<file path="src/rtl/instr_fetch_if.sv">
// Fetch-stage bus bundle: instruction-memory handshake, redirect inputs and the
// decode-facing instruction register handshake.
interface instr_fetch_if;
  logic        PCSrc;
  logic [31:0] PCTarget;
  logic        imem_req;
  logic [31:0] imem_addr;
  logic        imem_gnt;
  logic        imem_rvalid;
  logic [31:0] imem_rdata;
  logic        instr_valid;
  logic [31:0] instr;
  logic [31:0] instr_pc;
  logic [31:0] instr_pcplus4;
  logic        instr_ready;

  modport master (
    input  PCSrc, PCTarget, imem_gnt, imem_rvalid, imem_rdata, instr_ready,
    output imem_req, imem_addr, instr_valid, instr, instr_pc, instr_pcplus4
  );

  modport slave (
    output PCSrc, PCTarget, imem_gnt, imem_rvalid, imem_rdata, instr_ready,
    input  imem_req, imem_addr, instr_valid, instr, instr_pc, instr_pcplus4
  );
endinterface

</file>
<file path="src/rtl/instr_fetch_unit.sv">
// Instruction fetch stage: owns the PC, keeps at most one imem request in flight
// and presents the fetched word to decode through a valid/ready register.
//
// state   | meaning
// IDLE    | first cycle out of reset, no request yet
// FETCH   | imem_req high, waiting for gnt
// WAIT    | request accepted, waiting for rvalid
// HOLD    | instruction valid, waiting for decode to take it
// DISCARD | redirected while a request was in flight; drop its response
module instr_fetch_unit #(
  parameter logic [31:0] RESET_PC  = 32'h0000_0000,
  parameter logic [31:0] NOP_INSTR = 32'h0000_0013
) (
  input logic           clk,
  input logic           rst_n,
  instr_fetch_if.master bus
);

  localparam logic [2:0] S_IDLE    = 3'd0;
  localparam logic [2:0] S_FETCH   = 3'd1;
  localparam logic [2:0] S_WAIT    = 3'd2;
  localparam logic [2:0] S_HOLD    = 3'd3;
  localparam logic [2:0] S_DISCARD = 3'd4;

  logic [2:0]  state_q, state_d;
  logic [31:0] pc_q, pc_d;
  logic        imem_req_q, imem_req_d;
  logic        instr_valid_q, instr_valid_d;
  logic [31:0] instr_q, instr_d;
  logic [31:0] instr_pc_q, instr_pc_d;
  logic [31:0] instr_pcplus4_q, instr_pcplus4_d;
  logic [31:0] target;

  assign target = {bus.PCTarget[31:2], 2'b00};

  always_comb begin
    state_d         = state_q;
    pc_d            = pc_q;
    instr_valid_d   = instr_valid_q;
    instr_d         = instr_q;
    instr_pc_d      = instr_pc_q;
    instr_pcplus4_d = instr_pcplus4_q;

    case (state_q)
      S_IDLE:  state_d = S_FETCH;
      S_FETCH: if (bus.imem_gnt) state_d = S_WAIT;
      S_WAIT: begin
        if (bus.imem_rvalid) begin
          instr_d         = bus.imem_rdata;
          instr_pc_d      = pc_q;
          instr_pcplus4_d = pc_q + 32'd4;
          instr_valid_d   = 1'b1;
          pc_d            = pc_q + 32'd4;
          state_d         = S_HOLD;
        end
      end
      S_HOLD: begin
        if (bus.instr_ready) begin
          instr_valid_d = 1'b0;
          instr_d       = NOP_INSTR;
          state_d       = S_FETCH;
        end
      end
      S_DISCARD: if (bus.imem_rvalid) state_d = S_FETCH;
      default:   state_d = S_IDLE;
    endcase

    // A redirect wins over everything; an accepted-but-unanswered request must be drained.
    if (bus.PCSrc) begin
      pc_d            = target;
      instr_valid_d   = 1'b0;
      instr_d         = NOP_INSTR;
      instr_pc_d      = instr_pc_q;
      instr_pcplus4_d = instr_pcplus4_q;
      case (state_q)
        S_FETCH:   state_d = bus.imem_gnt    ? S_DISCARD : S_FETCH;
        S_WAIT:    state_d = bus.imem_rvalid ? S_FETCH   : S_DISCARD;
        S_DISCARD: state_d = bus.imem_rvalid ? S_FETCH   : S_DISCARD;
        default:   state_d = S_FETCH;
      endcase
    end

    imem_req_d = (state_d == S_FETCH);
  end

  always_ff @(posedge clk) begin
    if (!rst_n) begin
      state_q         <= S_IDLE;
      pc_q            <= RESET_PC;
      imem_req_q      <= 1'b0;
      instr_valid_q   <= 1'b0;
      instr_q         <= NOP_INSTR;
      instr_pc_q      <= RESET_PC;
      instr_pcplus4_q <= RESET_PC + 32'd4;
    end else begin
      state_q         <= state_d;
      pc_q            <= pc_d;
      imem_req_q      <= imem_req_d;
      instr_valid_q   <= instr_valid_d;
      instr_q         <= instr_d;
      instr_pc_q      <= instr_pc_d;
      instr_pcplus4_q <= instr_pcplus4_d;
    end
  end

  assign bus.imem_req      = imem_req_q;
  assign bus.imem_addr     = pc_q;
  assign bus.instr_valid   = instr_valid_q;
  assign bus.instr         = instr_q;
  assign bus.instr_pc      = instr_pc_q;
  assign bus.instr_pcplus4 = instr_pcplus4_q;

endmodule
</file>
<file path="src/flat_wrapper.sv">
// flat-port wrapper written by rule: the top's interface ports become plain ports
module instr_fetch_unit_flat 
#(
  parameter logic [31:0] RESET_PC  = 32'h0000_0000,
  parameter logic [31:0] NOP_INSTR = 32'h0000_0013
)
  (clk, rst_n, bus_PCSrc, bus_PCTarget, bus_imem_gnt, bus_imem_rvalid, bus_imem_rdata, bus_instr_ready, bus_imem_req, bus_imem_addr, bus_instr_valid, bus_instr, bus_instr_pc, bus_instr_pcplus4);
  instr_fetch_if bus_i ();
  input logic clk;
  input logic rst_n;
  input wire logic [$bits(bus_i.PCSrc)-1:0] bus_PCSrc;
  input wire logic [$bits(bus_i.PCTarget)-1:0] bus_PCTarget;
  input wire logic [$bits(bus_i.imem_gnt)-1:0] bus_imem_gnt;
  input wire logic [$bits(bus_i.imem_rvalid)-1:0] bus_imem_rvalid;
  input wire logic [$bits(bus_i.imem_rdata)-1:0] bus_imem_rdata;
  input wire logic [$bits(bus_i.instr_ready)-1:0] bus_instr_ready;
  output wire logic [$bits(bus_i.imem_req)-1:0] bus_imem_req;
  output wire logic [$bits(bus_i.imem_addr)-1:0] bus_imem_addr;
  output wire logic [$bits(bus_i.instr_valid)-1:0] bus_instr_valid;
  output wire logic [$bits(bus_i.instr)-1:0] bus_instr;
  output wire logic [$bits(bus_i.instr_pc)-1:0] bus_instr_pc;
  output wire logic [$bits(bus_i.instr_pcplus4)-1:0] bus_instr_pcplus4;
  assign bus_i.PCSrc = bus_PCSrc;
  assign bus_i.PCTarget = bus_PCTarget;
  assign bus_i.imem_gnt = bus_imem_gnt;
  assign bus_i.imem_rvalid = bus_imem_rvalid;
  assign bus_i.imem_rdata = bus_imem_rdata;
  assign bus_i.instr_ready = bus_instr_ready;
  assign bus_imem_req = bus_i.imem_req;
  assign bus_imem_addr = bus_i.imem_addr;
  assign bus_instr_valid = bus_i.instr_valid;
  assign bus_instr = bus_i.instr;
  assign bus_instr_pc = bus_i.instr_pc;
  assign bus_instr_pcplus4 = bus_i.instr_pcplus4;
  instr_fetch_unit #(.RESET_PC(RESET_PC), .NOP_INSTR(NOP_INSTR)) u_core (.clk(clk), .rst_n(rst_n), .bus(bus_i));
endmodule
</file>
<file path="config.mk">
export PLATFORM = sky130hd
export DESIGN_NAME = instr_fetch_unit_flat
export DESIGN_NICKNAME = d
export VERILOG_FILES = /design/src/rtl/instr_fetch_if.sv /design/src/rtl/instr_fetch_unit.sv /design/src/flat_wrapper.sv
export SDC_FILE = /design/constraint.sdc
export NUM_CORES = 1
export LEC_CHECK = 0
export ABC_AREA = 0
export BUFFER_PORTS_ARGS = -buffer_cell sky130_fd_sc_hd__buf_2
export CAP_MARGIN = 10
export CORE_MARGIN = 8
export CORE_UTILIZATION = 24
export CTS_BUF_LIST = sky130_fd_sc_hd__clkbuf_16
export CTS_CLUSTER_SIZE = 8
export DETAILED_ROUTE_END_ITERATION = 10
export PLACE_DENSITY = 0.49
export SYNTH_ARGS = -nofsm -noshare
export SYNTH_HDL_FRONTEND = slang
export SYNTH_SLANG_ARGS = --single-unit
export TNS_END_PERCENT = 5
</file>
<file path="constraint.sdc">
create_clock -name clk -period 3.6 [get_ports clk]
set_clock_uncertainty 0.05 [all_clocks]
set_input_delay 0.72 -clock clk [delete_from_list [all_inputs] [get_ports clk]]
set_output_delay 0.72 -clock clk [all_outputs]
set_load 0.005 [all_outputs]
</file>
; ---- Word level (Yosys, flattened, before mapping)
; Cells that the tools add are included.
[word_totals]
register_bits = 133
input_bits = 70
wordCells = 46
[op_classes]
muxes = 18
n_addsub = 1
reduce_logical = 10
bitwise = 2
n_eq_ne = 7
[op_table]
columns = operator, n
row1 = two-way mux 32 bit, 5
row2 = case mux 32 bit (2 select lines), 1
row3 = adder 32 x 3 -> 32 bit (second input constant), 1
row4 = two-way mux 3 bit, 7
row5 = case mux 3 bit (5 select lines), 1
row6 = == test 3 x 1 -> 1 bit (second input constant), 2
row7 = == test 3 x 2 -> 1 bit (second input constant), 2
row8 = case mux 3 bit (2 select lines), 1
row9 = AND reduction 3 bit, 2
row10 = nonzero test 2 bit, 3
row11 = inequality test 2 bit (second input constant), 2
row12 = AND reduction 2 bit, 2
row13 = OR reduction 2 bit, 2
row14 = == test 3 bit (second input constant), 1
row15 = logical NOT 3 bit, 1
row16 = two-way mux 1 bit, 2
row17 = NOT 1 bit, 2
row18 = case mux 1 bit (2 select lines), 1

; ---- Logic depth before layout (Yosys ltp)
; Gate-level depths: netlist (run 1).
[logic_depth]
ltp_word = 5
depth_mapped = 8

; ---- Worst setup path after synthesis (run 1)
; OpenSTA, ideal clock, no wires.
[synth_path]
path_type = input -> register
start = input bus_imem_rvalid
end = register u_core.instr_q[16] (netlist: u_core.bus.instr[16])
path_buffers = 2
cell_stages = 6
slack_ns = 1.623
arrival_time_ns = 1.862
required_ns = 3.485
setup_time_ns = 0.065
path_cell_list = and4bb_2 a31oi_1 clkbuf_1 buf_1 a22oi_1 nor2_1
[synth_between]
elab_chain_cells = 2
[synth_lines]
columns = element, line
row1 = start: declaration, flat_wrapper.sv:14  ; input wire logic [$bits(bus_i.imem_rvalid)-1:0] bus_imem_rvalid;
row2 = inequality test 2 bit (no line), -
row3 = AND reduction 3 bit (no line), -
row4 = end signal: assignment, instr_fetch_unit.sv:100  ; instr_q <= instr_d;
row5 = end: declaration, instr_fetch_unit.sv:29  ; logic [31:0] instr_q, instr_d;
; Every way passes these cells.
; A chain may end at the register's enable or synchronous reset.

; ---- Worst setup path after layout (run 1)
[layout_path]
start = register u_core.pc_q[12] (netlist: u_core.bus.imem_addr[12])
end = register u_core.instr_pcplus4_q[19] (netlist: u_core.bus.instr_pcplus4[19])
[layout_between]
elab_chain_cells = 1
[layout_lines]
columns = element, line
row1 = start: declaration, instr_fetch_unit.sv:26  ; logic [31:0] pc_q, pc_d;
row2 = start signal: assignment, instr_fetch_unit.sv:97  ; pc_q <= pc_d;
row3 = adder 32 x 3 -> 32 bit, instr_fetch_unit.sv:51  ; instr_pcplus4_d = pc_q + 32'd4;
row4 = end signal: assignment, instr_fetch_unit.sv:94  ; instr_pcplus4_q <= RESET_PC + 32'd4;
row5 = end signal: assignment, instr_fetch_unit.sv:102  ; instr_pcplus4_q <= instr_pcplus4_d;
row6 = end: declaration, instr_fetch_unit.sv:31  ; logic [31:0] instr_pcplus4_q, instr_pcplus4_d;
; Every way passes these cells.

==> flow_summary.json, run 1 <==
{
  "outcome": "completed",
  "hold_path_class": "reg2reg",
  "seq_power_share_pct": 45.1,
  "drt-wirelength-per-cell_um": 17.5,
  "drt-initial-drc-count": 281,
  "drv_cap": 0,
  "num_rows": 55,
  "critPathMaxFanout": 10,
  "synth_top_area_share_pct": 45.8,
  "worstRegToRegCells": 5,
  "area_growth_pct": 30.3,
  "synth_seq_cells": 127,
  "grt_pass1_vias": 5302,
  "max_freq_ghz": 0.417,
  "first_pass_iters": 5,
  "die_w_um": 168,
  "p_int_mw": 2.48,
  "slew_headroom_pct": 31.9,
  "swShare_pct": 25.6,
  "yosysSeqAreaShare_pct": 45.8,
  "die_h_um": 168,
  "portBuffers": 191,
  "power_density_nw_per_um2": 460,
  "crit_buf_inv": 0,
  "whs_endpoint": "u_core.bus.instr_pc[10]$_SDFFE_PN0P_",
  "p_sw_mw": 0.852,
  "fin_area_um2": 7230,
  "syn_avg_cell_area_um2": 8.18,
  "final_nets": 908,
  "ir_worst_vdd_v": 0.000230,
  "crit_chain": "nand3_4, or4_1, o31a_1, o21ai_1, a21oi_1",
  "rsz0062_at_grt": "no",
  "crit_path_start_kind": "flop",
  "grt_max_degree": 86,
  "final_hold_viol_count": 0,
  "clock_latency_ps": 410,
  "dieArea_um2": 28300,
  "critical_path_class": "reg2reg",
  "wl_um": 19800,
  "antenna_found_initial": 2,
  "dpl.hpwl_um": 14100,
  "clockBufferDepth": 2,
  "ys.flop_type": "dfxtp_1",
  "critical_path.top_delay_family": "simple AND/OR/NAND/NOR gates",
  "drive_gt1_share_pct": 29.2,
  "start_util_pct": 24.5,
  "rrSetupSlack_ps": 1200,
  "pwr-share-comb_pct": 6.4,
  "fin_crit_sh_pct": 66.5,
  "synth_top_area_cell": "dfxtp_1",
  "synthTopCellsByArea": "dfxtp_1, a21oi_1, nand2_1",
  "crit_arrival_ps": 2590,
  "cts.sinks": 127,
  "fill_cells": 2479,
  "ys_types": 51,
  "routabilityCongestion": 0.746,
  "postCtsSetupBuffers": 0,
  "pre_cts_slack_ps": 1080,
  "reg2reg_to": "u_core.bus.instr_pcplus4[19]$_SDFFE_PN0P_",
  "synth-async-reset-ratio_pct": 0,
  "drc": 0,
  "hold_depth": 2,
  "drv_slew": 0,
  "yosys_warnings": 0,
  "synth_cells": 679,
  "period_needed_ps": 2400,
  "synth_most_common_cell": "dfxtp_1",
  "finalSetupViolCount": 0,
  "drt.antenna.violating_nets": 0,
  "num_antenna_cells": 0,
  "root_buffer": "clkbuf_16",
  "hp-start": "u_core.bus.instr_pc[10]$_SDFFE_PN0P_",
  "grt_pass1_wl_um": 31200,
  "synth_edf_count": 0,
  "cts_hold_buf": 0,
  "endpoint_kind": "flop",
  "tritoncts": "built",
  "track_usage_pct": 13.9,
  "coreArea_um2": 22700,
  "viasPerCell": 4.71,
  "htree_levels": 4,
  "finalSetupTns_ps": 0,
  "crit_required_ps": 3790,
  "max_stage_delay_ps": 830,
  "cts_resized": 0,
  "placed_area_um2": 6690,
  "path_clk_slew_ps": 60,
  "via_count": 5337,
  "syn_area_um2": 5550,
  "synthTopCellsByCount": "dfxtp_1, nand2_1, a21oi_1, nor2_1, o21ai_0",
  "slowest_stage": "or4_1",
  "r2r_start": "u_core.bus.imem_addr[12]$_SDFFE_PN0P_",
  "timing.final.ws_setup_ps": 1200,
  "tightest_slew_ps": 1020,
  "leakage_nw": 2.86,
  "io_pins": 200,
  "grt_overflow": 0,
  "clockPowerShare_pct": 48.5,
  "cts_made_buffers": 17
}
## tightest hold or removal path, cell delays in order (launching register included)
cell and delay (ps):
dfxtp_1 300, nand2_1 50, a21oi_1 50
## cell families after synthesis
| kind of cell | share of synthesized area, % |
|---|---|
| adder cells (fa/ha/maj) | 0.225 |
| multiplexers | 0.383 |
| AO/OA/AOI/OAI | 17.9 |
| XOR/XNOR | 7.89 |
| other | 0.0675 |
| buffers and inverters | 5.79 |
| AND/OR/NAND/NOR | 21.9 |
| flip-flops | 45.8 |
## worst max-delay path by stage
stage	cells after the start	slack [ps]	startpoint	endpoint
final	5	1200	u_core.bus.imem_addr[12]$_SDFFE_PN0P_	u_core.bus.instr_pcplus4[19]$_SDFFE_PN0P_
after global routing	5	1060	u_core.bus.imem_addr[12]$_SDFFE_PN0P_	u_core.bus.instr_pcplus4[19]$_SDFFE_PN0P_
after CTS	6	1180	u_core.bus.imem_addr[2]$_SDFFE_PN0P_	u_core.bus.instr_pcplus4[28]$_SDFFE_PN0P_
after detailed placement	5	1080	bus_PCSrc	u_core.bus.instr_pcplus4[11]$_SDFFE_PN0P_
after global placement	6	1080	bus_imem_rvalid	u_core.bus.instr_pcplus4[11]$_SDFFE_PN0P_
after floorplan	6	1620	bus_imem_rvalid	u_core.bus.instr[16]$_SDFFE_PP0P_
## area by class of cell
type / instances / area [µm²] / area share [%]
flip-flops and latches: 127 / 2540 / 35.1
inverters: 5 / 18.8 / 0.259
multi-input cells: 484 / 2720 / 37.6
repair buffers: 202 / 1050 / 14.5
clock inverters: 14 / 120 / 1.66
well taps: 285 / 357 / 4.93
clock buffers: 17 / 425 / 5.88
## power groups by stage
stage / logic [mW] / registers [mW] / clock network (mW)
after floorplan: 0.141 / 1.50 / 0
after global placement: 0.216 / 1.53 / 0
after CTS: 0.218 / 1.50 / 1.67
final: 0.214 / 1.50 / 1.61
after global routing: 0.239 / 1.51 / 1.73
after detailed placement: 0.216 / 1.53 / 0
## flip-flops by register name, indices dropped and copies added (netlist names)
register,count
u_core.bus.instr_pc,30
u_core.bus.imem_addr,30
u_core.bus.instr_valid,1
u_core.state_q,3
u_core.bus.instr,32
u_core.bus.instr_pcplus4,30
u_core.bus.imem_req,1
## stage by stage
stage,hold slack (ps),power [mW],util [%],cells
2_1_floorplan,403,1.64,-,684
3_3_place_gp,388,1.75,29.4,1103
3_5_place_dp,395,1.75,29.4,1103
4_1_cts,403,3.39,31.9,1134
5_1_grt,411,3.47,31.9,1134
6_report,399,3.33,31.9,1134
## per-layer routing
metal	routed length [µm]	up-vias	share of wire (%)	track usage, %
met1	9160	2483	46	17.8
met4	146	4	0.74	3.03
li1	-	2645	-	-
met3	1920	15	9.7	6.01
met5	26	-	0.13	0
met2	8600	190	43	21.2
## cells in the final DEF (no fill, tap or decap), types with 3 or more instances in the layout
master,count
nor2b_1,3
o21a_1,4
a21oi_1,75
dfxtp_1,127
buf_4,10
conb_1,6
nor4_1,9
xor2_1,22
and2_1,3
nand2_1,93
xnor2_1,28
nand3_1,22
or3_1,4
nor3_2,3
nor3_1,7
a211oi_1,12
o22ai_1,3
or2_2,3
inv_1,3
clkinvlp_4,5
o21ai_0,41
buf_2,191
nand4_1,14
nor2_1,72
and3_1,5
clkbuf_16,17
a22oi_1,29
clkinv_1,3
Note: power is estimated with default switching activity, not from simulation.
==> inputs of run 2 (changes only) <==
--- a/config.mk
+++ b/config.mk
@@ -5,7 +5,7 @@
 export SDC_FILE = /design/constraint.sdc
 export NUM_CORES = 1
 export LEC_CHECK = 0
-export ABC_AREA = 0
+export ABC_AREA = 1
 export BUFFER_PORTS_ARGS = -buffer_cell sky130_fd_sc_hd__buf_2
 export CAP_MARGIN = 10
 export CORE_MARGIN = 8
@@ -13,7 +13,7 @@
 export CTS_BUF_LIST = sky130_fd_sc_hd__clkbuf_16
 export CTS_CLUSTER_SIZE = 8
 export DETAILED_ROUTE_END_ITERATION = 10
-export PLACE_DENSITY = 0.49
+export PLACE_DENSITY = 0.5
 export SYNTH_ARGS = -nofsm -noshare
 export SYNTH_HDL_FRONTEND = slang
 export SYNTH_SLANG_ARGS = --single-unit
==> constraint.sdc (replaced) <==
create_clock -name clk -period 2 [get_ports clk]
set_clock_uncertainty 0.05 [all_clocks]
set_input_delay 0.4 -clock clk [delete_from_list [all_inputs] [get_ports clk]]
set_output_delay 0.4 -clock clk [all_outputs]
set_load 0.005 [all_outputs]
==> flow_summary.json, run 2 <==
{
  "outcome": "completed",
  "tritoncts": "built",
  "grt_max_degree": 77,
  "yosysSeqAreaShare_pct": 46.5,
  "viasPerCell": 4.48,
  "ys_types": 30,
  "ir_worst_vdd_v": 0.000422,
  "ff_latch_area_um2": 2540,
  "worstRegToRegCells": 9,
  "clock_latency_ps": 420,
  "critical_path_class": "reg2reg",
  "fin_area_um2": 7410,
  "critPathMaxFanout": 4,
  "synth_top_area_cell": "dfxtp_1",
  "first_pass_iters": 5,
  "grt_overflow": 0,
  "multi_input_area_um2": 2490,
  "synth_cells": 784,
  "hold_slack_ps": 165,
  "area_growth_pct": 35.6,
  "htree_levels": 4,
  "cp-endpoint": "u_core.bus.imem_addr[20]$_SDFFE_PN0P_",
  "synth_top_area_share_pct": 46.5,
  "synth_seq_cells": 127,
  "stdcell_count": 1282,
  "rrSetupSlack_ps": 270,
  "leakage_nw": 3.32,
  "critical_path.top_delay_family": "simple AND/OR/NAND/NOR gates",
  "cts.sinks": 127,
  "routabilityCongestion": 0.853,
  "drv_slew": 0,
  "finalSetupViolCount": 0,
  "num_rows": 55,
  "track_usage_pct": 14.9,
  "cp.depth": 9,
  "clockBufferDepth": 2,
  "crit_chain": "ha_1, inv_1, nor2_1, nand2_1, nor2_2, nand2_1, nand2_1, nand3_1, a21oi_1",
  "setup.worst_path.start": "u_core.bus.imem_addr[2]$_SDFFE_PN0P_",
  "cts_made_buffers": 17,
  "fin_crit_sh_pct": 86.4,
  "max_stage_delay_ps": 340,
  "drt.antenna.violating_nets": 0,
  "grt_pass1_wl_um": 32600,
  "io_pins": 200,
  "power_density_nw_per_um2": 816,
  "reg2reg_to": "u_core.bus.imem_addr[20]$_SDFFE_PN0P_",
  "crit_arrival_ps": 2020,
  "drv_cap": 0,
  "r2r_start": "u_core.bus.imem_addr[2]$_SDFFE_PN0P_",
  "largest_register_ffs": 32,
  "max_freq_ghz": 0.579,
  "slowest_stage": "dfxtp_1",
  "portBuffers": 191,
  "wl_um": 21000,
  "synthTopCellsByCount": "nand2_1, dfxtp_1, a21oi_1, nor2_1, nand3_1",
  "period_needed_ps": 1730,
  "path_clk_slew_ps": 60,
  "start_util_pct": 24.3,
  "dpl.hpwl_um": 15700,
  "drc": 0,
  "drt-initial-drc-count": 415,
  "final_nets": 1055,
  "antenna_found_initial": 0,
  "hold_depth": 3,
  "num_antenna_cells": 0,
  "placed_area_um2": 6850,
  "synth-async-reset-ratio_pct": 0,
  "synth_edf_count": 0,
  "syn_avg_cell_area_um2": 6.97,
  "coreArea_um2": 22500,
  "rsz0062_at_grt": "no",
  "critPathMostFrequentCell": "nand2_1",
  "dieArea_um2": 27900,
  "crit_required_ps": 2290,
  "drt-wirelength-per-cell_um": 16.4,
  "syn_area_um2": 5470,
  "power.total_mw": 6.05,
  "die_w_um": 167,
  "final_hold_viol_count": 0,
  "via_count": 5746,
  "final_common_cell": "nand2_1",
  "postCtsSetupBuffers": 0,
  "dp_cells": 1250,
  "finalSetupTns_ps": 0,
  "grt_pass1_vias": 5619,
  "yosys_warnings": 0,
  "fill_cells": 2488,
  "crit_path_start_kind": "flop",
  "crit_buf_inv": 1,
  "synthTopCellsByArea": "dfxtp_1, nand2_1, a21oi_1",
  "root_buffer": "clkbuf_16",
  "synth_most_common_cell": "nand2_1",
  "ys.flop_type": "dfxtp_1",
  "endpoint_kind": "flop",
  "hold_path_class": "in2reg",
  "mostFrequentLayoutCells": "nand2_1, buf_2, dfxtp_1, a21oi_1, nor2_1",
  "die_h_um": 167,
  "drive_gt1_share_pct": 26.6
}
-- run 2: tightest hold or removal path: stages --
cell,delay [ps]
buf_2,80
o22ai_1,70
nand2_1,50
-- run 2: worst min path at each step --
stage / from / to / slack [ps]
floorplan: u_core.bus.instr_valid$_SDFFE_PP0P_ / u_core.bus.instr_valid$_SDFFE_PP0P_ / 410
global placement: u_core.bus.instr_valid$_SDFFE_PP0P_ / u_core.bus.instr_valid$_SDFFE_PP0P_ / 400
detailed placement: u_core.bus.instr_pcplus4[8]$_SDFFE_PN0P_ / u_core.bus.instr_pcplus4[8]$_SDFFE_PN0P_ / 400
CTS: bus_imem_rdata[4] / u_core.bus.instr[4]$_SDFFE_PP1P_ / 140
global route: bus_imem_rdata[24] / u_core.bus.instr[24]$_SDFFE_PP0P_ / 170
finish: bus_imem_rdata[4] / u_core.bus.instr[4]$_SDFFE_PP1P_ / 160
-- run 2: per-layer routing --
metal	track usage (%)	wire (µm)
met1	18.4	9340
met2	24.3	9910
met3	4.42	1390
met4	4.70	350
met5	0	0
-- run 2: cell families (layout without fill, tap and decap cells) --
| family | Yosys count | after routing | synth area share (%) |
|---|---|---|---|
| flops | 127 | 127 | 46.5 |
| xor+xnor | 11 | 11 | 1.76 |
| buf+inv | 106 | 314 | 8.38 |
| compound gates | 162 | 162 | 15.2 |
| other cells | 1 | 6 | 0.0686 |
| fa+ha+maj | 1 | 1 | 0.229 |
| simple gates | 376 | 376 | 27.8 |
-- run 2: area by class of cell --
type	instances	share of cell area, %
Clock buffer	17	5.74
Clock inverter	15	1.81
Inverter	60	3.04
Multi-Input combinational cell	556	33.6
Sequential cell	127	34.3
Tap cell	285	4.81
Timing Repair Buffer	222	16.7
-- run 2: per-stage QoR --
stage / setup slack (ps) / util [%]
floorplan: 437 / -
global placement: 286 / 30.4
detailed placement: 242 / 30.4
CTS: 209 / 32.9
global route: 67.8 / 32.9
finish: 272 / 32.9
-- run 2: what timing repair did --
action,in CTS,in global routing
hold buffers,0,0
endpoints found under the setup margin,0,1
resized for setup,0,1
-- run 2: where the power goes --
part / switching (mW) / total [mW] / internal [mW]
Combinational: 0.258 / 0.437 / 0.179
Sequential: 0.0544 / 2.63 / 2.58
Clock: 1.26 / 2.98 / 1.72
Total: 1.57 / 6.05 / 4.48
==> inputs of run 3 (changes only) <==
==> constraint.sdc (replaced) <==
create_clock -name clk -period 2 [get_ports clk]
set_clock_uncertainty 0.05 [all_clocks]
set_input_delay 0.4 -clock clk [delete_from_list [all_inputs] [get_ports clk]]
set_output_delay 0.4 -clock clk [all_outputs]
set_load 0.1 [all_outputs]
==> flow_summary.json, run 3 (same netlist as run 2, synthesis figures left out) <==
{
  "tightest_slew_ps": 676,
  "root_buffer": "clkbuf_16",
  "cts_resized": 0,
  "track_usage_pct": 14.5,
  "start_util_pct": 24.3,
  "hold_path_class": "in2reg",
  "rsz0062_at_grt": "no",
  "critPathMaxFanout": 4,
  "final_common_cell": "nand2_1",
  "portBuffers": 191,
  "num_rows": 55,
  "endpoint_kind": "primary output",
  "htree_levels": 4,
  "cts.sinks": 127,
  "wl_met2_um": 9620,
  "crit_required_ps": 1550,
  "power_density_nw_per_um2": 910,
  "via_count": 5596,
  "largest_register_ffs": 32,
  "crit_path_start_kind": "flop",
  "path_clk_slew_ps": 60,
  "period_needed_ps": 1870,
  "cts_made_buffers": 17,
  "ir_worst_vdd_v": 0.000403,
  "drv_slew": 0,
  "grt_max_degree": 77,
  "postCtsSetupBuffers": 0,
  "wl_um": 20400,
  "clock_latency_ps": 430,
  "num_antenna_cells": 0,
  "die_w_um": 167,
  "grt_pass1_wl_um": 31800,
  "dp_cells": 1245,
  "drt.antenna.violating_nets": 0,
  "cts_hold_buf": 0,
  "fin_crit_sh_pct": 93.5,
  "dieArea_um2": 27900,
  "finalSetupViolCount": 0,
  "clockBufferDepth": 2,
  "drv_cap": 0,
  "max_freq_ghz": 0.535,
  "viasPerCell": 4.38,
  "top_layer": "met4",
  "power.total_mw": 6.77,
  "dpl.hpwl_um": 15100,
  "fin_area_um2": 7430,
  "crit_arrival_ps": 1420,
  "drt-wirelength-per-cell_um": 16.0,
  "io_pins": 200,
  "met1_length_um": 9110,
  "tritoncts": "built",
  "area_growth_pct": 36.0,
  "coreArea_um2": 22500,
  "die_h_um": 167,
  "drive_gt1_share_pct": 27.1,
  "drc": 0,
  "first_pass_iters": 5,
  "final_hold_viol_count": 0,
  "slew_headroom_pct": 54.9,
  "leakage_nw": 3.33,
  "placed_area_um2": 6810,
  "routabilityCongestion": 0.812,
  "grt_overflow": 0,
  "critical_path_class": "reg2out",
  "drt-initial-drc-count": 413,
  "antenna_found_initial": 0,
  "fill_cells": 2490,
  "final_nets": 1050,
  "wl_met3_um": 1310,
  "mostFrequentLayoutCells": "nand2_1, buf_2, dfxtp_1, a21oi_1, nor2_1",
  "grt_pass1_vias": 5525,
  "outcome": "completed",
  "stdcell_count": 1277
}
## run 3: cell count changes in the layout (fill, tap and decap cells not counted), sizes merged
cell      before  now
inv           64   67
clkinvlp       4    1
buf          222  217
clkinv         6    4
bufinv         1    3
## run 3: metrics by stage
| step | setup TNS (ps) | hold slack (ps) | setup slack (ps) | util [%] |
|---|---|---|---|---|
| global route | 0 | 163 | 28.6 | 33.0 |
| global placement | 0 | 397 | 258 | 30.3 |
| CTS | 0 | 162 | 102 | 33.0 |
| floorplan | -1110 | 487 | -79.0 | - |
| detailed placement | 0 | 400 | 226 | 30.3 |
| finish | 0 | 172 | 129 | 33.0 |
## run 3: power by group
group | leakage, nW | internal, mW | switching [mW]
sequential | 1.03 | 2.58 | 0.0544
clock | 0.304 | 2.01 | 1.33
combinational | 2.00 | 0.171 | 0.620
## run 3: final timing paths
kind                                               from                                         to  slack (ps)  cells past startpoint
setup reg to reg   u_core.bus.imem_addr[3]$_SDFFE_PN0P_  u_core.bus.instr_pcplus4[12]$_SDFFE_PN0P_         240                      9
setup / recovery  u_core.bus.imem_addr[18]$_SDFFE_PN0P_                          bus_imem_addr[18]         130                      2
hold reg to reg     u_core.bus.instr_valid$_SDFFE_PP0P_        u_core.bus.instr_valid$_SDFFE_PP0P_         410                      2
hold / removal                        bus_imem_rdata[0]           u_core.bus.instr[0]$_SDFFE_PP1P_         170                      3
## run 3: metal layers
layer  track usage, %  vias up
li1                 -     2917
met1             17.2     2534
met2             24.4      126
met3             4.70       19
met4             4.82        0
met5                0        -
## run 3: critical path, stage by stage (launching register included)
cell and delay, ps:
dfxtp_1 410, buf_4 160, buf_2 420
## run 3: area by class of cell
type	count	area, µm²	area share (%)
clock buffer	17	425	5.72
clock inverter	15	199	2.68
sequential	127	2550	34.4
inverter	60	225	3.03
multi-input combinational	556	2480	33.4
tap	285	357	4.80
timing repair buffer	217	1190	16.0
